`src/rtl/mesh_terminal_port.sv`:
```
// mesh_terminal_port: terminal endpoint for one external port of the bus mesh.
//
// Toward the mesh it is both the source FIFO the router pops (pndng_i_in,
// data_out_i_in, popin) and the sink that drains the router (pndng, data_out,
// pop). Toward the local host it offers a TX push port and an RX pop port.
// Captured packets whose destination field differs from {ROW_ID, COL_ID} are
// still stored, but flagged with a one-cycle misroute pulse.
//
// Ports:
//   clk, reset      : clock (rising edge), asynchronous active-low reset
//   pndng_i_in      : TX FIFO non-empty, presented to the mesh
//   data_out_i_in   : TX FIFO head word (first-word-fall-through)
//   popin           : mesh consumes the TX head this cycle
//   pndng, data_out : mesh has a packet for this terminal / that packet
//   pop             : registered; this terminal consumes data_out
//   tx_push/tx_data : host write; tx_full flags a full TX FIFO
//   rx_pop          : host read; rx_data is the RX head, rx_empty its flag
//   misroute        : one-cycle pulse for a captured packet with a foreign destination
//   tx_cnt, rx_cnt  : saturating counts of packets sent / captured

// Circular FIFO with first-word-fall-through head. Flags derive only from the
// registered occupancy count, so there is no combinational input-to-flag path.
module mesh_terminal_fifo #(
    parameter int width = 40,
    parameter int depth = 4
) (
    input  logic             clk,
    input  logic             reset,
    input  logic             push,
    input  logic [width-1:0] push_data,
    input  logic             pop,
    output logic [width-1:0] head,
    output logic             empty,
    output logic             full
);
    localparam int PTR_W = (depth > 1) ? $clog2(depth) : 1;
    localparam int CNT_W = $clog2(depth + 1);
    localparam logic [PTR_W-1:0] PTR_LAST = PTR_W'(depth - 1);
    localparam logic [PTR_W-1:0] PTR_ONE  = PTR_W'(1);
    localparam logic [CNT_W-1:0] CNT_FULL = CNT_W'(depth);
    localparam logic [CNT_W-1:0] CNT_ONE  = CNT_W'(1);

    logic [width-1:0] mem [depth];
    logic [PTR_W-1:0] rd_ptr;
    logic [PTR_W-1:0] wr_ptr;
    logic [CNT_W-1:0] count;
    logic             do_push;
    logic             do_pop;

    // A push into a full FIFO is dropped; a pop from an empty FIFO is ignored.
    // When empty, a simultaneous push still lands and the pop is ignored.
    assign do_push = push && (count != CNT_FULL);
    assign do_pop  = pop && (count != '0);

    // NOTE: state registers use non-blocking assignments so every flop samples
    // pre-edge values regardless of statement order.
    always_ff @(posedge clk or negedge reset) begin
        if (!reset) begin
            // NOTE: the storage is cleared on reset so the head outputs never
            // carry X into the mesh before the first write.
            for (int i = 0; i < depth; i++) begin
                mem[i] <= '0;
            end
            rd_ptr <= '0;
            wr_ptr <= '0;
            count  <= '0;
        end else begin
            if (do_push) begin
                mem[wr_ptr] <= push_data;
                wr_ptr      <= (wr_ptr == PTR_LAST) ? '0 : wr_ptr + PTR_ONE;
            end
            if (do_pop) begin
                rd_ptr <= (rd_ptr == PTR_LAST) ? '0 : rd_ptr + PTR_ONE;
            end
            // Pointers alone are ambiguous when equal; the count separates full from empty.
            case ({do_push, do_pop})
                2'b10:   count <= count + CNT_ONE;
                2'b01:   count <= count - CNT_ONE;
                default: count <= count;
            endcase
        end
    end

    assign head  = mem[rd_ptr];
    assign empty = (count == '0);
    assign full  = (count == CNT_FULL);
endmodule

module mesh_terminal_port #(
    parameter int pkg_sz     = 40,
    parameter int fifo_depth = 4,
    parameter int ROW_ID     = 0,
    parameter int COL_ID     = 0
) (
    input  logic              clk,
    input  logic              reset,
    output logic              pndng_i_in,
    output logic [pkg_sz-1:0] data_out_i_in,
    input  logic              popin,
    input  logic              pndng,
    input  logic [pkg_sz-1:0] data_out,
    output logic              pop,
    input  logic              tx_push,
    input  logic [pkg_sz-1:0] tx_data,
    output logic              tx_full,
    input  logic              rx_pop,
    output logic [pkg_sz-1:0] rx_data,
    output logic              rx_empty,
    output logic              misroute,
    output logic [15:0]       tx_cnt,
    output logic [15:0]       rx_cnt
);
    localparam logic [3:0]  MY_ROW  = 4'(ROW_ID);
    localparam logic [3:0]  MY_COL  = 4'(COL_ID);
    localparam logic [15:0] CNT_MAX = 16'hFFFF;

    typedef enum logic [1:0] {
        ST_IDLE,
        ST_POP,
        ST_SETTLE
    } drain_state_t;

    drain_state_t state;
    drain_state_t next_state;
    logic         tx_empty;
    logic         rx_full;
    logic         capture;
    logic         tx_accept;
    logic         dest_mismatch;

    mesh_terminal_fifo #(.width(pkg_sz), .depth(fifo_depth)) u_tx_fifo (
        .clk       (clk),
        .reset     (reset),
        .push      (tx_push),
        .push_data (tx_data),
        .pop       (popin),
        .head      (data_out_i_in),
        .empty     (tx_empty),
        .full      (tx_full)
    );

    mesh_terminal_fifo #(.width(pkg_sz), .depth(fifo_depth)) u_rx_fifo (
        .clk       (clk),
        .reset     (reset),
        .push      (capture),
        .push_data (data_out),
        .pop       (rx_pop),
        .head      (rx_data),
        .empty     (rx_empty),
        .full      (rx_full)
    );

    assign pndng_i_in = !tx_empty;
    assign tx_accept  = popin && !tx_empty;

    // The word on data_out is taken on the edge that closes the POP cycle.
    assign capture = (state == ST_POP);

    assign dest_mismatch = {data_out[pkg_sz-9 -: 4], data_out[pkg_sz-13 -: 4]} != {MY_ROW, MY_COL};

    // Drain sequence IDLE -> POP -> SETTLE -> IDLE; SETTLE gives the mesh one
    // cycle to present its next packet before pndng is trusted again. A full
    // RX FIFO holds the FSM in IDLE, which is the only backpressure applied.
    always_comb begin
        // NOTE: default first so every path assigns next_state and no latch is inferred.
        next_state = state;
        case (state)
            ST_IDLE:   if (pndng && !rx_full) next_state = ST_POP;
            ST_POP:    next_state = ST_SETTLE;
            ST_SETTLE: next_state = ST_IDLE;
            default:   next_state = ST_IDLE;
        endcase
    end

    always_ff @(posedge clk or negedge reset) begin
        if (!reset) begin
            state    <= ST_IDLE;
            pop      <= 1'b0;
            misroute <= 1'b0;
            tx_cnt   <= '0;
            rx_cnt   <= '0;
        end else begin
            state    <= next_state;
            pop      <= (next_state == ST_POP);
            misroute <= capture && dest_mismatch;
            if (tx_accept && (tx_cnt != CNT_MAX)) begin
                tx_cnt <= tx_cnt + 16'd1;
            end
            if (capture && (rx_cnt != CNT_MAX)) begin
                rx_cnt <= rx_cnt + 16'd1;
            end
        end
    end
endmodule

```
`config.mk`:
```
export PLATFORM = sky130hd
export DESIGN_NAME = mesh_terminal_port
export DESIGN_NICKNAME = d
export VERILOG_FILES = /design/src/rtl/mesh_terminal_port.sv
export SDC_FILE = /design/constraint.sdc
export NUM_CORES = 1
export LEC_CHECK = 0
export ABC_AREA = 1
export CAP_MARGIN = 20
export CORE_MARGIN = 2
export CORE_UTILIZATION = 30
export DETAILED_ROUTE_END_ITERATION = 16
export SKIP_LAST_GASP = 1
export SYNTH_ARGS = -nofsm -noshare
export SYNTH_HDL_FRONTEND = slang
export SYNTH_HIERARCHICAL = 1
export SYNTH_SLANG_ARGS = --single-unit
```
`constraint.sdc`:
```
create_clock -name clk -period 4.65 [get_ports clk]
set_clock_uncertainty 0.05 [all_clocks]
set_input_delay 1.395 -clock clk [delete_from_list [all_inputs] [get_ports clk]]
set_output_delay 1.395 -clock clk [all_outputs]
set_load 0.05 [all_outputs]
```
==> summary.txt, run 1 <==
Placement
  – Port Buf Inserts: about 200
  – Placed wire-length estimate: ~33 mm
  – Inst Count DP: between 3000 and 4000
  – RD Place Congestion: around 0.76

Finish
  – Nets: about 2600
  – Non-filler cells in the finished layout: 3422
  – Area delta synth->final: 21.80%
  – Layout cell share with drive strength beyond 1: 0.06561
  – FF/Latch Area: 9269 um^2
  – Fill cells: approximately 6600
  – Antenna cells: 0
  – Area of the multi-input gates: between 8000 and 9000 um^2

Run status
  – Status: finished clean

Die
  – Top Ports: around 200
  – Initial Util: 0.3020
  – DIE HEIGHT: approximately 260 um
  – Die W: approximately 260 um
  – Core area: 62850 um^2
  – Die area: 65300 um^2
  – Row cnt: 92

Setup path
  – Crit path kind: reg -> out
  – CP required: about 3.2 ns
  – Worst setup SP type: flip-flop
  – Critical path arrival: ~2.9 ns
  – Crit Path Max Fanout: 69
  – Critical Path Sink Type: output pin

Clock network
  – CTS clock-pin slew for the worst setup and hold paths: 0.06 ns
  – CTS H-tree depth: 2
  – Sink Count: 370
  – Clock root cell: clkbuf_16
  – Clk Latency, worst-skew pair: roughly 0.56 ns
  – CTS buffer count: 45
  – CTS Hold Bufs: 0
  – Post_cts resized: 0
  – Post-CTS setup buffers: 0
  – CTS tree: done
  – Maximum clock path buffer count: 3

Timing
  – Fin. Hold Viols: 0
  – Hold WS: ~0.4 ns
  – Worst slew margin: 0.2895
  – Worst slew pin tran: between 1 and 1.5 ns
  – RSZ-0062 raised after global routing: false
  – Final setup vio count: 0
  – Tcrit/Tclk final: 0.9396
  – Final Max Slew Viols: 0
  – Max Clk Rate: about 0.23 GHz
  – Setup TNS: 0 ns
  – Tmin final: between 4 and 5 ns

Pwr
  – Pleak: about 0.011 uW
  – Power per cell area: 820.7 nW/um^2
  – Max VDD drop: 0.5788 mV

Routing
  – Post-route ant nets: 0
  – DRT Pass-1 Iters: 7
  – WL per Instance: between 15 and 20 um
  – DRT Wirelength: between 50 and 60 mm
  – Vias/cell: ~5
  – Initial drt markers: between 1500 and 2000
  – DR vias: between 15000 and 20000
  – # DRC: 0

Synthesis
  – Register bit total from synthesis: 370
  – Post-synthesis sequential area ratio: 0.4878
  – Syn Nets: between 2000 and 3000
  – Post-synth EDFFs: 0
  – Avg Inst Size Synth: approximately 7.8 um^2
  – Primary FF master, synth: dfrtp_1
  – Post-synthesis cell count: approximately 2400
  – Yosys cell types: 31
  – Async SR Flop Fraction: 1.000
  – Synth warn: 6
  – Mapped Area: roughly 19000 um^2

Job
  – Max-Cap Viols: 0

Global route
  – Total GRT Usage: 0.1685
  – Gr ovfl total: 0
  – Initial antenna violation count: 1
  – Global-route wire length before repair: 90.66 mm
  – Largest net degree at the start of global routing: 139
  – Vias in the first global route: about 16000

Min path
  – HP Class: reg -> reg
==> cell families (layout without fill, tap and decap cells) <==
| family | count (synthesis) | after routing | share of synthesized area |
|---|---|---|---|
| DFF | 370 | 370 | 0.4878 |
| adders and majority gates | 16 | 16 | 0.01134 |
| xor gates and xnor gates | 11 | 11 | 0.005076 |
| AOI/OAI and AO/OA | 263 | 263 | 0.08029 |
| buffers and inverters | 414 | 547 | 0.09196 |
| and+or+nand+nor | 1369 | 1369 | 0.3235 |
==> layer usage <==
layer  GRT usage  vias to the layer above  part of all wire
met5           0                        -           0.00021
met4     0.03590                        2             0.013
met3     0.02515                       60             0.053
met2      0.2816                      460              0.48
met1      0.2313                     8003              0.45
li1            -                     8293                 -
==> cell type report <==
| type | instances | share of cell area |
|---|---|---|
| clock buffers | 63 | 0.05607 |
| clock inverters | 17 | 0.006332 |
| inverters | 215 | 0.03502 |
| multi-input cells | 1659 | 0.3472 |
| flip-flops and latches | 370 | 0.4009 |
| well taps | 846 | 0.04579 |
| repair buffers | 252 | 0.1087 |
==> path summary, 6_finish.rpt <==
path,to,cells after the start,slack (ns),from
worst max-delay path,data_out_i_in[1],4,0.28,u_tx_fifo/rd_ptr[0]
worst min-delay path,u_rx_fifo/mem[159],2,0.41,u_rx_fifo/mem[159]
worst max register to register,pop,5,2.05,u_rx_fifo/count[1]
worst min register to register,u_rx_fifo/mem[159],2,0.41,u_rx_fifo/mem[159]
max in group asynchronous,u_tx_fifo/mem[24],2,2.76,reset
min in group asynchronous,rx_cnt[14],1,0.84,reset
==> stage by stage <==
step                utilization  instance area (um^2)  worst slack, ns  total power (uW)
floorplan                     -                 18980            1.884             12430
global placement         0.3449                 21680           0.8760             15520
detailed placement       0.3449                 21680           0.8756             15620
CTS                      0.3678                 23120           0.2619             19180
global route             0.3678                 23120           0.1599             20340
finish                   0.3678                 23120           0.2810             18970
==> power breakdown <==
group / internal, uW / switching [uW]
combinational: 3000 / 6720
clock: 2050 / 1400
sequential: 4700 / 1090
total: 9760 / 9210
==> state kept, by name, indices dropped and copies added, names as in the netlist, 3 cells and up <==
| register | flops |
|---|---|
| u_tx_fifo/mem | 160 |
| rx_cnt | 16 |
| tx_cnt | 16 |
| u_rx_fifo/mem | 160 |
| u_rx_fifo/count | 3 |
| u_tx_fifo/count | 3 |
==> placed cells by master, fill, tap and decap left out, drive strengths merged <==
cell	n
nand4	331
nor4	2
nor2	44
o21ai	101
nor3	2
fa	2
o211ai	80
or2	4
buf	52
inv	217
ha	14
nand3	30
clkdlybuf4s50	200
clkbuf	63
bufinv	2
nand3b	5
a21oi	82
dfrtp	370
xnor2	6
xor2	5
nand2	951
clkinv	13
==> worst max-delay path, stage by stage, from the launching register on <==
cell and delay [ns]:
dfrtp_4 0.87, buf_4 0.36, o211ai_1 0.13, nand2_1 0.12, clkdlybuf4s50_1 0.81
==> Yosys cell counts, types with 7 or more instances <==
library cell	count	area share
buf_1	14	0.0028
a21oi_1	82	0.022
clkbuf_1	84	0.017
dfrtp_1	370	0.49
o211ai_1	80	0.032
nand2_2	7	0.0023
ha_1	14	0.0092
nor2_1	33	0.0065
nand3_1	27	0.0071
buf_2	81	0.021
nand4_1	331	0.11
o21ai_0	96	0.025
buf_4	16	0.0063
nand2_1	943	0.19
inv_1	212	0.042
No activity file was read; power rests on OpenSTA's default activity.
==> inputs of run 2 (changes only) <==
- SYNTH_HIERARCHICAL: 1 -> unset
- clock period: 4.65 -> 5.61 ns (I/O delays scaled with it)
==> summary.txt, run 2 <==
Routing
  – DR vias: approximately 15000
  – DRT Pass-1 Iters: 5
  – Met3 wire len: about 3.7 mm
  – # DRC: 0
  – Post-Route M1 WL: roughly 22 mm
  – Initial drt markers: 1129
  – DR top layer: met5
  – Post-route ant nets: 0
  – Vias/cell: 4.888
  – DRT Wirelength: slightly below 50 mm
  – WL per Instance: ~16 um
  – Met2 wire length: about 22 mm

Synthesis
  – Primary FF master, synth: dfrtp_1
  – Avg Inst Size Synth: around 8.3 um^2
  – Ranking of synthesized cells by area: dfrtp_1 (53%), nand2_1 (13%), o21ai_0 (9.8%), nor2_1 (4.5%), o21ai_1 (3.4%)
  – Async SR Flop Fraction: 1.000
  – Post-synthesis cell count: 2093
  – Yosys cell types: 32
  – Post-synth top cells: nand2_1 (609), dfrtp_1 (370), o21ai_0 (342), nor2_1 (208), o21ai_1 (120)
  – Post-synth EDFFs: 0
  – Synth warn: 0
  – Top cell type's share of synthesized area: 0.5309
  – Post-synthesis sequential area ratio: 0.5309
  – Yosys top cell by area: dfrtp_1
  – Syn Nets: about 2200
  – Count leader, synth: nand2_1
  – Register bit total from synthesis: 370
  – Mapped Area: approximately 17000 um^2

Timing
  – Worst slew margin: 0.2959
  – Tcrit/Tclk final: 0.8637
  – Final Max Slew Viols: 0
  – Tmin final: ~4.8 ns
  – Final setup vio count: 0
  – Hold WS: about 0.42 ns
  – RSZ-0062 raised after global routing: false
  – Fin. Hold Viols: 0
  – Worst slew pin tran: roughly 1.1 ns
  – Final WS setup: 0.7648 ns
  – Setup TNS: 0 ns
  – Max Clk Rate: ~0.21 GHz

Clock network
  – Sink Count: 370
  – Post-CTS setup buffers: 0
  – Clk Latency, worst-skew pair: approximately 0.57 ns
  – Maximum clock path buffer count: 3
  – CTS tree: done
  – CTS buffer count: 44
  – CTS Hold Bufs: 0
  – Post_cts resized: 0
  – CTS H-tree depth: 2
  – CTS clock-pin slew for the worst setup and hold paths: roughly 0.060 ns
  – Clock root cell: clkbuf_16

Die
  – Core area: 57590 um^2
  – Die W: roughly 250 um
  – Row cnt: approximately 90
  – Initial Util: 0.3028
  – Top Ports: roughly 200
  – DIE HEIGHT: 245.1 um
  – Die area: between 60000 and 70000 um^2

Finish
  – Commonest non-fill, non-tap cells in the layout: nand2_1 (609), dfrtp_1 (368), o21ai_0 (342), nor2_1 (204), clkdlybuf4s50_1 (201)
  – Nets: around 2300
  – Area delta synth->final: 22.36%
  – Area of the multi-input gates: between 7000 and 8000 um^2
  – Fill cells: 5835
  – Leading registers by flop count: u_rx_fifo.mem: 160 flops, u_tx_fifo.mem: 160 flops
  – FF/Latch Area: 9261 um^2
  – Commonest non-fill, non-tap cell in the layout: nand2_1
  – Layout cell share with drive strength beyond 1: 0.07641

Setup path
  – Critical path arrival: between 3 and 4 ns
  – Critical Path Sink Type: output pin
  – Crit Path Max Fanout: 45
  – CP required: between 3 and 4 ns
  – Worst setup SP type: flip-flop
  – Crit path kind: reg -> out

Global route
  – Total GRT Usage: 0.1602
  – Initial antenna violation count: 7
  – Vias in the first global route: between 10000 and 15000
  – Largest net degree at the start of global routing: around 110
  – Gr ovfl total: 0
  – Global-route wire length before repair: between 70 and 80 mm

Placement
  – Pre-CTS setup slack: roughly 1.4 ns
  – Port Buf Inserts: ~200
  – RD Place Congestion: 0.7985
  – Placed wire-length estimate: 28.83 mm

Job
  – Max-Cap Viols: 0

Pwr
  – Pleak: about 0.0097 uW
  – Power per cell area: 699.4 nW/um^2
  – Max VDD drop: approximately 0.55 mV

Run status
  – Status: finished clean

Min path
  – HP Class: reg -> reg
[run 2: cell types whose count changed in the layout (fill, tap and decap cells not counted), moves of 21 or more]
| cell | change |
|---|---|
| a21oi_1 | -75 |
| buf_4 | -21 |
| inv_1 | -124 |
| nand2_1 | -334 |
| nand4_1 | -318 |
| nor2_1 | +171 |
| o211ai_1 | -80 |
| o21ai_0 | +246 |
| o21ai_1 | +117 |
| o21ai_2 | +48 |
| o22ai_1 | +80 |
[run 2: kinds of logic after synthesis]
kind of cell / share of synthesized area
adders and majority gates: 0.01234
buffers and inverters: 0.06601
and+or+nand+nor: 0.1963
AOI/OAI and AO/OA: 0.1884
xor gates and xnor gates: 0.006027
DFF: 0.5309
[run 2: path summary, 6_finish.rpt]
path / start / to / slack [ns] / depth (start not counted)
setup / recovery: u_rx_fifo.rd_ptr[0] / rx_data[32] / 0.76 / 5
hold / removal: u_rx_fifo.mem[78] / u_rx_fifo.mem[78] / 0.42 / 2
setup reg to reg: u_tx_fifo.count[0] / u_tx_fifo.mem[27] / 2.96 / 8
hold reg to reg: u_rx_fifo.mem[78] / u_rx_fifo.mem[78] / 0.42 / 2
max in group asynchronous: reset / u_rx_fifo.rd_ptr[0] / 3.25 / 2
min in group asynchronous: reset / u_rx_fifo.mem[4] / 1.15 / 1
[run 2: final cells by class]
type,count,share of cell area
flip-flops and latches,370,0.4340
multi-input cells,1494,0.3301
repair buffers,226,0.1052
clock buffers,60,0.05911
well taps,765,0.04486
inverters,96,0.01700
clock inverters,18,0.009206
diodes,4,0.0004691
[run 2: through the flow]
stage / power, uW / instance area (um^2) / instances / utilization
after floorplan: 9731 / 17440 / 2093 / -
after global placement: 11970 / 19870 / 2951 / 0.3451
after detailed placement: 12120 / 19870 / 2951 / 0.3451
after CTS: 15050 / 21330 / 3029 / 0.3704
after global routing: 15940 / 21330 / 3029 / 0.3704
final: 14920 / 21340 / 3033 / 0.3705
[run 2: per-layer routing]
| metal | vias to the layer above | global-route usage |
|---|---|---|
| met3 | 76 | 0.04013 |
| met4 | 8 | 0.04501 |
| li1 | 7176 | - |
| met2 | 444 | 0.2560 |
| met5 | - | 0 |
| met1 | 7122 | 0.2147 |
[run 2: power by group]
part / internal [uW] / switching [uW] / total, uW
combinational: 2330 / 5190 / 7520
sequential: 3900 / 644 / 4540
clock: 1710 / 1140 / 2850
[run 2: worst max-delay path: stages, from the launching register on]
cell and delay (ns):
dfrtp_2 0.40, inv_2 0.62, buf_12 0.29, o21ai_0 0.10, o22ai_1 0.25, clkdlybuf4s50_1 0.88
==> inputs of run 3 (changes only) <==
- ABC_AREA: 1 -> unset
==> summary.txt, run 3 <==
Synthesis
  – Async SR Flop Fraction: 1.000
  – Yosys top cell by area: dfrtp_1
  – Count leader, synth: dfrtp_1
  – Avg Inst Size Synth: around 16 um^2
  – Post-synth EDFFs: 0
  – Syn Nets: 1115
  – Post-synthesis sequential area ratio: 0.5701
  – Mapped Area: around 16000 um^2
  – Post-synthesis cell count: slightly above 1000
  – Ranking of synthesized cells by area: dfrtp_1 (57%), mux2_2 (21%), mux4_2 (11%), xor2_1 (1.5%), ha_1 (1.1%)
  – Yosys cell types: 45
  – Top cell type's share of synthesized area: 0.5701
  – Register bit total from synthesis: 370
  – Primary FF master, synth: dfrtp_1
  – Synth warn: 0
  – Post-synth top cells: dfrtp_1 (370), mux2_2 (310), mux4_2 (80), xor2_1 (28), nand2_1 (27)

Global route
  – Vias in the first global route: ~10000
  – Total GRT Usage: 0.1351
  – Gr ovfl total: 0
  – Global-route wire length before repair: between 50 and 60 mm
  – Largest net degree at the start of global routing: about 110
  – Initial antenna violation count: 1

Routing
  – Post-route ant nets: 0
  – DRT Wirelength: about 37 mm
  – WL per Instance: ~19 um
  – Initial drt markers: around 370
  – Vias/cell: 4.792
  – DRT Pass-1 Iters: 4
  – DR vias: between 9000 and 10000
  – # DRC: 0

Clock network
  – CTS Hold Bufs: 0
  – CTS tree: done
  – CTS H-tree depth: 2
  – CTS buffer count: 44
  – Clock root cell: clkbuf_16
  – Sink Count: between 300 and 400
  – Post-CTS setup buffers: 0
  – Clk Latency, worst-skew pair: between 0.5 and 0.6 ns
  – CTS clock-pin slew for the worst setup and hold paths: around 0.060 ns
  – Maximum clock path buffer count: 3
  – Post_cts resized: 0

Die
  – Top Ports: around 200
  – Die area: around 56000 um^2
  – Row cnt: 85
  – DIE HEIGHT: roughly 240 um
  – Initial Util: 0.3024
  – Core area: ~54000 um^2
  – Die W: between 200 and 250 um

Timing
  – Setup TNS: 0 ns
  – RSZ-0062 raised after global routing: false
  – Final Max Slew Viols: 0
  – Final setup vio count: 0
  – Tmin final: approximately 4.6 ns
  – Fin. Hold Viols: 0
  – Worst slew margin: 0.3181
  – Tcrit/Tclk final: 0.8234
  – Final WS setup: around 0.99 ns
  – Worst slew pin tran: 1.017 ns
  – Max Clk Rate: ~0.22 GHz

Finish
  – Commonest non-fill, non-tap cell in the layout: dfrtp_1
  – Area of the multi-input gates: 6648 um^2
  – Leading registers by flop count: u_rx_fifo.mem: 160 flops, u_tx_fifo.mem: 160 flops
  – FF/Latch Area: 9264 um^2
  – Commonest non-fill, non-tap cells in the layout: dfrtp_1 (366), mux2_2 (310), clkdlybuf4s50_1 (201), mux4_2 (80), clkbuf_16 (44)
  – Utilization after layout: 0.3813
  – Fill cells: about 5000
  – Nets: 1328
  – Layout cell share with drive strength beyond 1: 0.3981
  – Area delta synth->final: 26.11%

Placement
  – Port Buf Inserts: 202
  – RD Place Congestion: between 0.7 and 0.8
  – Placed wire-length estimate: around 24 mm
  – Pre-CTS setup slack: approximately 1.4 ns

Setup path
  – Critical path arrival: between 2 and 3 ns
  – Worst setup SP type: flip-flop
  – CP required: ~3.9 ns
  – CP Cell Sequence: buf_4 -> mux4_2 -> clkdlybuf4s50_1
  – CP Launch Point: u_tx_fifo.rd_ptr[0]
  – Critical Path Sink Type: output pin
  – Max incr delay on CP: 0.73 ns
  – Critical path's top delay family: buffers and inverters
  – Crit Path Max Fanout: 15
  – Crit path kind: reg -> out
  – Crit path buffers/inverters: 2
  – Critical-path cell with the highest stage delay: dfrtp_2
  – Reg2Reg Launch Point: u_tx_fifo.count[1]

Min path
  – HP Class: reg -> reg
  – Hold Crit Start: u_tx_fifo.mem[61]

Pwr
  – Tot Pwr: between 10000 and 15000 uW
  – Power per cell area: just over 700 nW/um^2
  – Max VDD drop: between 0.4 and 0.5 mV
  – Pleak: 0.008479 uW

Job
  – Max-Cap Viols: 0

Run status
  – Status: finished clean
## run 3: logic make-up after synthesis
kind of cell             share of synthesized area
flip-flops                                  0.5701
buffers and inverters                      0.02180
adder cells (fa/ha/maj)                    0.01325
AND/OR/NAND/NOR                            0.03197
XOR/XNOR                                   0.01726
multiplexers                                0.3364
AO/OA/AOI/OAI                             0.009168
## run 3: per-stage QoR
step / instances / hold WS [ns] / area [um^2]
4_1_cts: 1952 / 0.4402 / 20480
6_report: 1953 / 0.4356 / 20480
3_5_place_dp: 1876 / 0.4275 / 19070
5_1_grt: 1953 / 0.4442 / 20480
2_1_floorplan: 1013 / 0.4087 / 16240
3_3_place_gp: 1876 / 0.4206 / 19070
## run 3: final cells by class
class / count / share of cell area
flip-flops and latches: 370 / 0.4523
multi-input cells: 573 / 0.3246
repair buffers: 221 / 0.1090
clock buffers: 62 / 0.06244
well taps: 696 / 0.04252
clock inverters: 14 / 0.006109
inverters: 16 / 0.002932
diodes: 1 / 0.0001222
## run 3: report_power, final
group          switching [uW]  internal [uW]
combinational            3900           3270
sequential                798           3980
clock                    1130           1630
total                    5820           8880
## run 3: final timing paths
check	end	slack (ns)	cells after the start
worst max-delay path	data_out_i_in[33]	0.99	3
worst min-delay path	u_tx_fifo.mem[61]	0.44	1
worst max register to register	u_tx_fifo.count[1]	2.93	6
worst min register to register	u_tx_fifo.mem[61]	0.44	1
max in group asynchronous	u_tx_fifo.mem[54]	3.26	2
min in group asynchronous	u_rx_fifo.mem[152]	1.11	1
## run 3: per-layer routing
layer,part of all wire,up-vias,global-route usage
li1,-,4177,-
met1,0.44,4978,0.1724
met2,0.50,142,0.2267
met3,0.038,61,0.02786
met4,0.027,0,0.05044
met5,0,-,0
